### src/rtl/huffman_pack.sv
// Huffman bit packer: a six-symbol code table is loaded on code_valid, symbols are packed MSB-first into bytes.
// Optional feature macro PACK_STAT_EN adds the bit_count port (accepted code bits, saturating).
module huffman_pack (
    input  logic       clk,
    input  logic       reset,
    input  logic       code_valid,
    input  logic [7:0] HC1,
    input  logic [7:0] HC2,
    input  logic [7:0] HC3,
    input  logic [7:0] HC4,
    input  logic [7:0] HC5,
    input  logic [7:0] HC6,
    input  logic [7:0] M1,
    input  logic [7:0] M2,
    input  logic [7:0] M3,
    input  logic [7:0] M4,
    input  logic [7:0] M5,
    input  logic [7:0] M6,
    input  logic       sym_valid,
    input  logic [7:0] sym_data,
    output logic       sym_ready,
    input  logic       flush,
    output logic       out_valid,
    output logic [7:0] out_data,
    output logic       done,
    output logic       err
`ifdef PACK_STAT_EN
    ,
    output logic [15:0] bit_count
`endif
);

    // Handshake: a symbol is taken on a rising edge where sym_valid and sym_ready are both high.
    typedef enum logic [1:0] {
        S_IDLE  = 2'd0,
        S_RUN   = 2'd1,
        S_FLUSH = 2'd2
    } state_t;

    state_t      r_state, w_state_nxt;
    logic [7:0]  r_hc [6];
    logic [7:0]  r_m  [6];
    logic [15:0] r_acc, w_acc_nxt;
    logic [4:0]  r_fill, w_fill_nxt;
    logic        r_err, w_err_nxt;
    logic        r_out_valid, w_out_valid_nxt;
    logic [7:0]  r_out_data, w_out_data_nxt;
    logic        r_done, w_done_nxt;

    logic        w_ready;
    logic        w_accept;
    logic        w_sym_legal;
    logic [2:0]  w_idx;
    logic [3:0]  w_len;
    logic [7:0]  w_code;
    logic [15:0] w_ins;

    function automatic logic [3:0] code_len(input logic [7:0] m);
        code_len = 4'd0;
        for (int i = 0; i < 8; i++) begin
            if (m[i]) code_len = 4'(i + 1);
        end
    endfunction

    assign w_ready     = (r_state == S_RUN) && (r_fill < 5'd8) && !code_valid;
    assign w_accept    = sym_valid && w_ready;
    assign w_sym_legal = (sym_data >= 8'd1) && (sym_data <= 8'd6);
    assign w_idx       = w_sym_legal ? 3'(sym_data - 8'd1) : 3'd0;
    assign w_len       = code_len(r_m[w_idx]);
    assign w_code      = r_hc[w_idx] & ~(8'hFF << w_len);
    // Left-justify the code at bit 15, then slide it behind the bits already held.
    assign w_ins       = ({w_code, 8'h00} << (5'd8 - {1'b0, w_len})) >> r_fill;

    always_comb begin
        w_state_nxt     = r_state;
        w_acc_nxt       = r_acc;
        w_fill_nxt      = r_fill;
        w_err_nxt       = r_err;
        w_out_valid_nxt = 1'b0;
        w_out_data_nxt  = r_out_data;
        w_done_nxt      = 1'b0;
        if (code_valid) begin
            w_state_nxt = S_RUN;
            w_acc_nxt   = 16'h0000;
            w_fill_nxt  = 5'd0;
            w_err_nxt   = 1'b0;
        end else begin
            case (r_state)
                S_RUN: begin
                    if (r_fill >= 5'd8) begin
                        w_out_valid_nxt = 1'b1;
                        w_out_data_nxt  = r_acc[15:8];
                        w_acc_nxt       = r_acc << 8;
                        w_fill_nxt      = r_fill - 5'd8;
                    end else if (w_accept) begin
                        if (w_sym_legal && (w_len != 4'd0)) begin
                            w_acc_nxt  = r_acc | w_ins;
                            w_fill_nxt = r_fill + {1'b0, w_len};
                        end else begin
                            w_err_nxt = 1'b1;
                        end
                    end
                    if (flush) w_state_nxt = S_FLUSH;
                end
                S_FLUSH: begin
                    if (r_fill >= 5'd8) begin
                        w_out_valid_nxt = 1'b1;
                        w_out_data_nxt  = r_acc[15:8];
                        w_acc_nxt       = r_acc << 8;
                        w_fill_nxt      = r_fill - 5'd8;
                    end else if (r_fill != 5'd0) begin
                        // Bits below fill are always zero, so this is already zero-padded.
                        w_out_valid_nxt = 1'b1;
                        w_out_data_nxt  = r_acc[15:8];
                        w_acc_nxt       = 16'h0000;
                        w_fill_nxt      = 5'd0;
                    end else begin
                        w_done_nxt  = 1'b1;
                        w_state_nxt = S_RUN;
                    end
                end
                default: ;
            endcase
        end
    end

    always_ff @(posedge clk or posedge reset) begin
        if (reset) begin
            r_state     <= S_IDLE;
            r_acc       <= 16'h0000;
            r_fill      <= 5'd0;
            r_err       <= 1'b0;
            r_out_valid <= 1'b0;
            r_out_data  <= 8'h00;
            r_done      <= 1'b0;
            for (int i = 0; i < 6; i++) begin
                r_hc[i] <= 8'h00;
                r_m[i]  <= 8'h00;
            end
        end else begin
            r_state     <= w_state_nxt;
            r_acc       <= w_acc_nxt;
            r_fill      <= w_fill_nxt;
            r_err       <= w_err_nxt;
            r_out_valid <= w_out_valid_nxt;
            r_out_data  <= w_out_data_nxt;
            r_done      <= w_done_nxt;
            if (code_valid) begin
                r_hc[0] <= HC1;
                r_hc[1] <= HC2;
                r_hc[2] <= HC3;
                r_hc[3] <= HC4;
                r_hc[4] <= HC5;
                r_hc[5] <= HC6;
                r_m[0]  <= M1;
                r_m[1]  <= M2;
                r_m[2]  <= M3;
                r_m[3]  <= M4;
                r_m[4]  <= M5;
                r_m[5]  <= M6;
            end
        end
    end

`ifdef PACK_STAT_EN
    logic [15:0] r_bit_count;
    logic [16:0] w_bc_sum;

    assign w_bc_sum = {1'b0, r_bit_count} + 17'(w_len);

    always_ff @(posedge clk or posedge reset) begin
        if (reset) begin
            r_bit_count <= 16'h0000;
        end else if (code_valid) begin
            r_bit_count <= 16'h0000;
        end else if (w_accept && w_sym_legal && (w_len != 4'd0)) begin
            r_bit_count <= w_bc_sum[16] ? 16'hFFFF : w_bc_sum[15:0];
        end
    end

    assign bit_count = r_bit_count;
`endif

    assign sym_ready = w_ready;
    assign out_valid = r_out_valid;
    assign out_data  = r_out_data;
    assign done      = r_done;
    assign err       = r_err;

endmodule

### config.mk
export PLATFORM = sky130hd
export DESIGN_NAME = huffman_pack
export DESIGN_NICKNAME = d
export VERILOG_FILES = /design/src/rtl/huffman_pack.sv
export SDC_FILE = /design/constraint.sdc
export NUM_CORES = 1
export LEC_CHECK = 0
export BUFFER_PORTS_ARGS = -buffer_cell sky130_fd_sc_hd__buf_2
export CAP_MARGIN = 20
export CORE_MARGIN = 10
export CORE_UTILIZATION = 45
export CTS_CLUSTER_SIZE = 10
export DETAILED_ROUTE_END_ITERATION = 10
export PLACE_DENSITY = 0.7
export SETUP_SLACK_MARGIN = 0.2
export SLEW_MARGIN = 40
export SYNTH_ARGS = -nofsm -noshare
export SYNTH_HDL_FRONTEND = slang
export SYNTH_SLANG_ARGS = --single-unit
### constraint.sdc
create_clock -name clk -period 12.2 [get_ports clk]
set_input_delay 1.22 -clock clk [delete_from_list [all_inputs] [get_ports clk]]
set_output_delay 1.22 -clock clk [all_outputs]
set_load 0.05 [all_outputs]
==> out/metrics.csv, run 1 <==
stage,metric,value,unit
worst_setup_path,cp-endpoint,r_acc[12]$_DFFE_PP0P_,
sta,layout_setup_ws,5.254,ns
power,internal-power,0.001029,W
worst_setup_path,path_max_fanout,41,
cells_and_area,post-route-util,54.59,%
floorplan,die_h,147.6,um
power,p_comb_share,36.2,%
synthesis,synth_top_flop_cell,dfrtp_1,
clock_network,cts_root_buffer,clkbuf_16,
cells_and_area,fin_nets,920,
worst_setup_path,rrSetupSlack,7.38,ns
route,wl_per_cell,19.17,um
worst_setup_path,cp_num_buf_inv,7,
power,p_sw_share,37.64,%
synthesis,syn_nets,812,
worst_setup_path,reg2reg_to,r_acc[12]$_DFFE_PP0P_,
cells_and_area,nFillCells,1436,
cells_and_area,num_antenna_cells,0,
sta,timing.fmax,0.1440,GHz
place,dp_hpwl,14.33,mm
power,net-switching-power,0.0006213,W
sta,setup_tns,0,ns
synthesis,synthDistinctLibCells,82,
global_routing,first_global_vias,6256,
worst_setup_path,arrival,7.21,ns
global_routing,antenna_found_initial,0,
flow_run,max_cap_violations,0,
clock_network,cts_buffer_depth,2,
cells_and_area,drive_gt1_share,36.00,%
worst_setup_path,crit_type,in2reg,
power,seqPwrFrac,33.2,%
floorplan,dieWidth,147.6,um
route,drt_iter0_drc,523,
worst_setup_path,crit_start,sym_data[0],
clock_network,path_clk_slew,0.05,ns
worst_setup_path,critical_path_cell_count,23,
sta,hold_viol_final,0,
sta,post-route-min-period,6.946,ns
synthesis,synth_edf_count,0,
sta,relSlewSlack,46.19,%
route,first_pass_iters,5,
floorplan,die_area,21800,um2
cells_and_area,final_area,8703,um2
worst_setup_path,max_stage_delay,0.57,ns
sta,worst_pin_slew,0.8064,ns
route,vias_per_cell,5.853,
worst_setup_path,reg2reg_from,r_m[20]$_DFFE_PP0P_,
synthesis,synth_seq_area_share,44.37,%
worst_setup_path,crit_slowest_cell,ha_1,
cells_and_area,syn_to_final_growth,18.70,%
power,ir_drop,0.1138,mV
place,dp_worst_setup_slack,4.891,ns
power,cellPowerDensity,189.7,nW/um2
sta,rsz0062_at_grt,false,
cells_and_area,multi_input_area,3827,um2
sta,min_period_over_period,56.94,%
clock_network,cts_tree,yes,
floorplan,rows,46,
outcome,status,"finished, final reports clean",
global_routing,grt_first_pass_wirelength,32.69,mm
worst_setup_path,path_cells,"buf_2, buf_4, inv_1, ha_1, buf_4, nand2b_1, o221ai_1, and2_0, o21a_1, inv_2, nor2_4, o211a_4, nor2_8, inv_4, ha_1, inv_1, nand2_1, a2bb2o_1, a221oi_1, o21ai_0, mux4_2, a221oi_2, a2111oi_1",
cells_and_area,regArea,3253,um2
worst_setup_path,crit_family,compound AO/OA/AOI/OAI gates,
worst_setup_path,end_kind,flop,
floorplan,core_area,15940,um2
place,place_congestion,0.9069,
worst_setup_path,reg2reg_depth,17,
hold_path,min_path_type,reg2reg,
route,vias,6011,
synthesis,yosysWarnings,0,
clock_network,cts_setup_buffers,0,
sta,slew_viol_final,0,
global_routing,grt_usage,18.28,%
place,port_buffers,120,
clock_network,cts.repair.resized,0,
power,leakage,3.803,nW
sta,finClkSkew,0.01610,ns
clock_network,cts_sinks,130,
floorplan,start_util,45.99,%
clock_network,cts_buffers,17,
synthesis,synth_cells,690,
global_routing,grt_overflow,0,
route,drc_errors,0,
sta,whs,0.4702,ns
clock_network,postCtsHoldBufs,0,
floorplan,io_pins,121,
sta,setup_viol,0,
synthesis,synthArstFlopShare,100.0,%
worst_setup_path,crit_required,12.46,ns
synthesis,ys_ff_latch,130,
worst_setup_path,startpoint_type,primary input,
route,final_antenna_net_count,0,
clock_network,clk_latency,0.43,ns
place,dpl_cell_area,8112,um2
synthesis,syn_area_per_cell,10.63,um2
clock_network,cts.htree.levels,4,
route,totalWireLength,19.69,mm
power,clkPwrFrac,30.5,%
global_routing,grt_max_degree,80,
synthesis,syn_area,7332,um2
## placed cells by master, fill, tap and decap left out, types with 4 or more instances in the layout
cell,synthesis,routed
nor3_1,14,14
nor2_1,46,46
ha_1,12,12
o22ai_1,7,7
o211ai_1,9,9
a32oi_1,4,4
o21ai_0,33,33
a2bb2oi_1,5,5
mux2i_1,19,19
clkbuf_16,0,17
nand3_1,12,12
inv_1,23,22
a32o_1,4,4
a211oi_1,6,6
a21oi_1,29,29
dfrtp_1,130,130
o221ai_1,12,12
nand4_1,9,9
mux2_2,114,114
nand2b_1,6,6
buf_2,6,119
and2_1,6,6
a21o_1,4,4
nor2b_1,4,4
a22oi_1,8,8
nand2_1,56,56
o21a_1,7,7
buf_4,0,5
## cells in the mapped netlist (all sizes together) (5+ instances only)
master,instances,area [um2]
mux2i,19,190.2
o21a,7,52.55
o22ai,8,63.81
inv,25,96.34
o21ai,34,170.2
mux2,114,1284
nand2,56,210.2
o221ai,12,105.1
nand3,13,77.58
nand4,9,56.30
dfrtp,130,3253
nand2b,6,37.54
nor3,16,96.35
a22oi,8,60.06
ha,12,150.1
a2bb2oi,5,43.79
nor2,49,210.2
o211ai,9,67.56
buf,9,56.30
a211oi,6,45.04
and2,7,43.80
a21oi,30,153.9
clkbuf,28,105.1
## worst min-delay path by stage
| stage | cells past startpoint | from | endpoint |
|---|---|---|---|
| CTS | 2 | out_data[0]$_DFFE_PP0P_ | out_data[0]$_DFFE_PP0P_ |
| global placement | 2 | out_data[0]$_DFFE_PP0P_ | out_data[0]$_DFFE_PP0P_ |
| global route | 1 | r_m[34]$_DFFE_PP0P_ | r_m[34]$_DFFE_PP0P_ |
| floorplan | 2 | r_acc[2]$_DFFE_PP0P_ | r_acc[2]$_DFFE_PP0P_ |
| detailed placement | 2 | out_data[0]$_DFFE_PP0P_ | out_data[0]$_DFFE_PP0P_ |
| finish | 2 | out_data[0]$_DFFE_PP0P_ | out_data[0]$_DFFE_PP0P_ |
## power by group through the flow
| stage | Sequential [W] | Clock, W | Combinational [W] |
|---|---|---|---|
| after floorplan | 0.000573 | 0 | 0.000412 |
| after global placement | 0.000553 | 0 | 0.000586 |
| after detailed placement | 0.000554 | 0 | 0.000590 |
| after CTS | 0.000547 | 0.000514 | 0.000594 |
| after global routing | 0.000557 | 0.000530 | 0.000659 |
| final | 0.000548 | 0.000504 | 0.000598 |
## layer usage
layer	global-route usage [%]	vias up	part of all wire [%]
met5	0	-	0
met4	5.104	0	1.4
met3	5.037	22	5.8
met2	29.76	204	49
met1	23.33	2983	44
li1	-	2802	-
## tightest hold or removal path, cell delays in order, from the launching register on
cell and delay, ns:
dfrtp_1 0.33, nand2_1 0.04, o21ai_0 0.06
## flip-flops by register name, summed over array words and instances (netlist names)
name / flops
out_valid: 1
r_hc: 48
r_m: 48
r_fill: 5
out_data: 8
r_state: 2
r_acc: 16
done: 1
err: 1
## per-stage QoR
stage,cells,total power (W)
2_1_floorplan,690,0.0009851
3_3_place_gp,995,0.001139
3_5_place_dp,995,0.001144
4_1_cts,1027,0.001656
5_1_grt,1027,0.001747
6_report,1027,0.001651
## cell type report
| cell class | count | share of cell area [%] |
|---|---|---|
| Timing Repair Buffer | 126 | 7.533 |
| Inverter | 27 | 1.251 |
| Sequential cell | 130 | 37.38 |
| Tap cell | 216 | 3.105 |
| Clock buffer | 21 | 5.290 |
| Multi-Input combinational cell | 496 | 43.98 |
| Clock inverter | 11 | 1.466 |
## logic make-up after synthesis
| logic type | after synthesis | share of synthesized area, % |
|---|---|---|
| compound gates | 175 | 17.34 |
| simple gates | 170 | 11.37 |
| mux | 134 | 20.41 |
| flops | 130 | 44.37 |
| buf+inv | 64 | 3.618 |
| fa+ha+maj | 13 | 2.321 |
| xor+xnor | 4 | 0.5803 |
Power figures use the tool's default switching activity.
==> inputs of run 2 (changes only) <==
Clock period 12.2 ns to 6.5 ns, I/O delays scaled along.
==> out/metrics.csv, run 2 (synthesis gave the netlist of run 1 again) <==
stage,metric,value,unit
power,ir_drop,0.2642,mV
global_routing,grt_usage,17.99,%
worst_setup_path,crit_slowest_cell,xor2_2,
global_routing,grt_first_pass_wirelength,31.97,mm
route,drc_errors,0,
clock_network,cts_sinks,130,
place,dpl_cell_area,8120,um2
worst_setup_path,reg2reg_from,r_m[12]$_DFFE_PP0P_,
sta,finClkSkew,0.009368,ns
sta,whs,0.3279,ns
global_routing,grt_max_degree,81,
cells_and_area,multi_input_area,3827,um2
sta,worst_pin_slew,0.7984,ns
route,first_pass_iters,5,
cells_and_area,final_common_cell,dfrtp_1,
global_routing,grt_overflow,0,
route,wl_per_cell,18.88,um
floorplan,rows,46,
worst_setup_path,path_max_fanout,15,
floorplan,die_h,147.6,um
worst_setup_path,startpoint_type,primary input,
clock_network,clk_latency,0.42,ns
clock_network,path_clk_slew,0.06,ns
sta,slew_viol_final,0,
worst_setup_path,cp_num_buf_inv,4,
route,totalWireLength,19.43,mm
sta,relSlewSlack,46.36,%
global_routing,first_global_vias,6172,
floorplan,start_util,45.99,%
global_routing,antenna_found_initial,0,
clock_network,cts_root_buffer,clkbuf_16,
place,place_congestion,0.9257,
clock_network,cts_buffer_depth,2,
worst_setup_path,crit_family,compound AO/OA/AOI/OAI gates,
cells_and_area,nFillCells,1395,
cells_and_area,syn_to_final_growth,19.21,%
place,port_buffers,120,
worst_setup_path,crit_type,in2reg,
worst_setup_path,reg2reg_depth,16,
floorplan,dieWidth,147.6,um
clock_network,cts_tree,yes,
clock_network,cts.htree.levels,4,
floorplan,io_pins,121,
flow_run,max_cap_violations,0,
cells_and_area,instances_no_fill,1029,
sta,setup_tns,0,ns
sta,timing.fmax,0.1793,GHz
route,vias_per_cell,5.774,
cells_and_area,reg_top3,"r_hc: 48 flops, r_m: 48 flops, r_acc: 16 flops",
floorplan,core_area,15940,um2
sta,hold_viol_final,0,
clock_network,cts_setup_buffers,0,
clock_network,cts.repair.resized,0,
worst_setup_path,max_stage_delay,0.65,ns
cells_and_area,drive_gt1_share,36.29,%
sta,setup_viol,0,
route,final_antenna_net_count,0,
cells_and_area,fin_nets,922,
cells_and_area,layout_common_cells,"130 x dfrtp_1, 119 x buf_2, 114 x mux2_2",
place,dp_hpwl,14.20,mm
route,drt_iter0_drc,630,
hold_path,min_path_type,in2async,
worst_setup_path,arrival,5.85,ns
sta,post-route-min-period,5.577,ns
route,vias,5941,
sta,rsz0062_at_grt,false,
worst_setup_path,crit_required,6.77,ns
worst_setup_path,path_cells,"buf_2, inv_1, ha_1, xor2_2, a21oi_1, a31o_1, a22o_1, or3_1, o211a_4, nor2_8, inv_4, ha_1, inv_1, nand2_1, a2bb2o_1, a221oi_1, o21ai_0, mux4_2, a221oi_2, a2111oi_1",
clock_network,postCtsHoldBufs,0,
power,leakage,3.832,nW
power,cellPowerDensity,358.6,nW/um2
cells_and_area,regArea,3253,um2
sta,min_period_over_period,85.79,%
cells_and_area,final_area,8741,um2
cells_and_area,num_antenna_cells,0,
floorplan,die_area,21800,um2
place,dp_cells,997,
clock_network,cts_buffers,17,
worst_setup_path,reg2reg_to,r_acc[12]$_DFFE_PP0P_,
worst_setup_path,end_kind,flop,
worst_setup_path,rrSetupSlack,1.80,ns
outcome,status,"finished, final reports clean",
power,power,0.003134,W
[run 2: changes by cell type in the layout (fill, tap and decap cells not counted), sizes merged]
cell,before,now
clkinvlp,3,1
inv,27,26
clkbuf,21,20
bufinv,2,3
clkinv,6,9
buf,126,128
[run 2: worst max-delay path by stage]
| stage | startpoint | end | slack (ns) | cells past startpoint |
|---|---|---|---|---|
| floorplan | sym_data[0] | r_acc[12]$_DFFE_PP0P_ | 0.98 | 22 |
| global placement | sym_data[0] | r_acc[2]$_DFFE_PP0P_ | 0.56 | 22 |
| detailed placement | sym_data[0] | r_acc[12]$_DFFE_PP0P_ | 0.58 | 20 |
| CTS | sym_data[0] | r_acc[12]$_DFFE_PP0P_ | 1.03 | 20 |
| global route | sym_data[0] | r_acc[12]$_DFFE_PP0P_ | 0.60 | 20 |
| finish | sym_data[0] | r_acc[12]$_DFFE_PP0P_ | 0.92 | 20 |
[run 2: where the power goes]
group / switching [W] / internal [W] / leakage [nW] / total (W)
clock network: 0.000362 / 0.000624 / 0.300 / 0.000987
registers: 0.000101 / 0.000927 / 1.59 / 0.00103
logic: 0.000700 / 0.000419 / 1.94 / 0.00112
total: 0.00116 / 0.00197 / 3.83 / 0.00313
[run 2: metrics by stage]
stage	utilization, %	setup slack [ns]
2_1_floorplan	-	0.9783
3_3_place_gp	50.89	0.5647
3_5_place_dp	50.93	0.5847
4_1_cts	54.78	1.028
5_1_grt	54.83	0.5997
6_report	54.83	0.9233
[run 2: per-layer routing]
| metal | up-vias | global-route usage, % | share of wire [%] |
|---|---|---|---|
| met4 | 0 | 4.856 | 1.4 |
| met3 | 27 | 5.525 | 6.8 |
| met5 | - | 0 | 0 |
| met1 | 2893 | 22.65 | 44 |
| met2 | 223 | 29.31 | 48 |
| li1 | 2798 | - | - |
[run 2: area by class of cell]
type	count	area share (%)
clock buffer	20	5.225
clock inverter	12	1.789
inverter	27	1.217
multi-input combinational	496	43.79
sequential	130	37.22
tap	216	3.092
timing repair buffer	128	7.672
==> inputs of run 3 (changes only) <==
Settings changed: BUFFER_PORTS_ARGS -buffer_cell sky130_fd_sc_hd__buf_2 to -buffer_cell sky130_fd_sc_hd__buf_4, CORE_UTILIZATION 45 to 30, PLACE_DENSITY 0.7 to 0.52.
==> out/metrics.csv, run 3 (synthesis gave the netlist of run 1 again) <==
stage,metric,value,unit
clock_network,cts.repair.resized,0,
clock_network,cts_buffer_depth,2,
worst_setup_path,crit_family,compound AO/OA/AOI/OAI gates,
cells_and_area,drive_gt1_share,36.20,%
global_routing,grt_usage,14.03,%
worst_setup_path,path_cells,"buf_4, inv_1, ha_1, xor2_2, a21oi_1, a31o_1, a22o_1, or3_1, o211a_4, nor2_8, inv_4, ha_1, inv_1, nand2_1, a2bb2o_1, a221oi_1, o21ai_0, mux4_2, a221oi_2, a2111oi_1",
route,totalWireLength,21.70,mm
cells_and_area,layout_common_cells,"130 x dfrtp_1, 129 x buf_4, 114 x mux2_2",
cells_and_area,fin_nets,924,
clock_network,cts_sinks,130,
worst_setup_path,path_max_fanout,15,
power,cellPowerDensity,347.5,nW/um2
power,seqPwrFrac,32.4,%
worst_setup_path,reg2reg_depth,16,
worst_setup_path,crit_slowest_cell,xor2_2,
sta,worst_pin_slew,0.8109,ns
power,internal-power,0.001959,W
cells_and_area,num_antenna_cells,0,
sta,slew_viol_final,0,
floorplan,die_h,176.3,um
worst_setup_path,cp_num_buf_inv,4,
cells_and_area,reg_top3,"r_hc: 48 flops, r_m: 48 flops, r_acc: 16 flops",
worst_setup_path,arrival,5.91,ns
clock_network,clk_latency,0.43,ns
global_routing,grt_overflow,0,
power,p_comb_share,36.6,%
power,clkPwrFrac,31.0,%
floorplan,core_area,24180,um2
worst_setup_path,startpoint_type,primary input,
route,final_antenna_net_count,0,
sta,post-route-min-period,5.621,ns
route,drc_errors,0,
sta,setup_tns,0,ns
sta,hold_viol_final,0,
power,ir_drop,0.1749,mV
clock_network,cts_buffers,17,
worst_setup_path,reg2reg_from,r_m[4]$_DFFE_PP0P_,
worst_setup_path,crit_required,6.79,ns
sta,min_period_over_period,86.48,%
route,drt_iter0_drc,466,
clock_network,cts.htree.levels,4,
hold_path,min_path_type,in2async,
route,vias_per_cell,5.183,
place,dp_hpwl,15.98,mm
route,first_pass_iters,5,
clock_network,path_clk_slew,0.07,ns
sta,rsz0062_at_grt,false,
global_routing,grt_first_pass_wirelength,34.62,mm
cells_and_area,post-route-util,37.87,%
worst_setup_path,crit_type,in2reg,
floorplan,die_area,31090,um2
worst_setup_path,end_kind,flop,
floorplan,dieWidth,176.3,um
power,p_sw_share,38.42,%
power,leakage,3.910,nW
global_routing,antenna_found_initial,0,
worst_setup_path,rrSetupSlack,1.72,ns
sta,timing.fmax,0.1779,GHz
worst_setup_path,max_stage_delay,0.66,ns
clock_network,cts_tree,yes,
route,vias,5903,
clock_network,cts_root_buffer,clkbuf_16,
sta,setup_viol,0,
power,net-switching-power,0.001222,W
global_routing,first_global_vias,6156,
clock_network,postCtsHoldBufs,0,
floorplan,io_pins,121,
clock_network,cts_setup_buffers,0,
route,wl_per_cell,19.05,um
sta,relSlewSlack,45.90,%
worst_setup_path,reg2reg_to,r_acc[12]$_DFFE_PP0P_,
cells_and_area,syn_to_final_growth,24.86,%
sta,finClkSkew,0.01132,ns
outcome,status,"finished, final reports clean",
floorplan,start_util,30.33,%
flow_run,max_cap_violations,0,
place,port_buffers,120,
cells_and_area,final_common_cell,dfrtp_1,
place,place_congestion,0.8936,
floorplan,rows,57,
global_routing,grt_max_degree,80,
[run 3: changes by cell type in the layout (fill, tap and decap cells not counted), moves of 2 or more]
cell	previous run	this run
buf_2	119	0
buf_4	7	129
inv_6	1	4
clkinvlp_4	1	3
clkinv_2	3	1
[run 3: worst max-delay path by stage]
stage / start / end / slack (ns) / cells after the start
6_report: sym_data[0] / r_acc[12]$_DFFE_PP0P_ / 0.88 / 20
5_1_grt: sym_data[0] / r_acc[2]$_DFFE_PP0P_ / 0.43 / 22
4_1_cts: sym_data[0] / r_acc[12]$_DFFE_PP0P_ / 0.96 / 20
3_5_place_dp: sym_data[0] / r_acc[12]$_DFFE_PP0P_ / 0.48 / 20
3_3_place_gp: sym_data[0] / r_acc[2]$_DFFE_PP0P_ / 0.51 / 22
2_1_floorplan: sym_data[0] / r_acc[12]$_DFFE_PP0P_ / 0.98 / 22
[run 3: power by group through the flow]
| stage | Sequential [W] | Combinational (W) | Clock (W) |
|---|---|---|---|
| after global placement | 0.00104 | 0.00116 | 0 |
| after floorplan | 0.00108 | 0.000773 | 0 |
| final | 0.00103 | 0.00117 | 0.000985 |
| after global routing | 0.00105 | 0.00128 | 0.00104 |
| after CTS | 0.00103 | 0.00116 | 0.00101 |
| after detailed placement | 0.00104 | 0.00116 | 0 |
[run 3: per-stage QoR]
| stage | setup WS [ns] | cell area [um2] | power, W | cells | hold WS (ns) |
|---|---|---|---|---|---|
| floorplan | 0.9783 | 7332 | 0.001849 | 690 | 0.4606 |
| global placement | 0.5078 | 8554 | 0.002205 | 1107 | 0.4669 |
| detailed placement | 0.4833 | 8558 | 0.002205 | 1107 | 0.4769 |
| CTS | 0.9589 | 9153 | 0.003203 | 1139 | 0.3824 |
| global route | 0.4312 | 9155 | 0.003369 | 1139 | 0.3240 |
| finish | 0.8791 | 9155 | 0.003182 | 1139 | 0.2848 |
[run 3: final cells by class]
| cell class | instances | area, um2 |
|---|---|---|
| fillers | 2410 | 15020 |
| clock buffers | 19 | 442.9 |
| clock inverters | 13 | 151.4 |
| flip-flops and latches | 130 | 3253 |
| inverters | 27 | 108.9 |
| repair buffers | 130 | 979.7 |
| well taps | 324 | 405.4 |
| multi-input cells | 496 | 3814 |
[run 3: worst reg2reg max path: cells and delay by family, from the launching register on]
| family | cells | cell delay (ns) |
|---|---|---|
| flops | 1 | 0.38 |
| fa+ha+maj | 1 | 0.47 |
| simple gates | 3 | 0.74 |
| buf+inv | 2 | 0.29 |
| compound gates | 8 | 1.90 |
| mux | 2 | 0.84 |
[run 3: routing by layer]
layer | track usage [%] | routed length [um] | share of wire, %
met1 | 18.30 | 9932 | 46
met2 | 21.86 | 10190 | 47
met3 | 3.738 | 1176 | 5.4
met4 | 5.184 | 401 | 1.8
met5 | 0 | 0 | 0
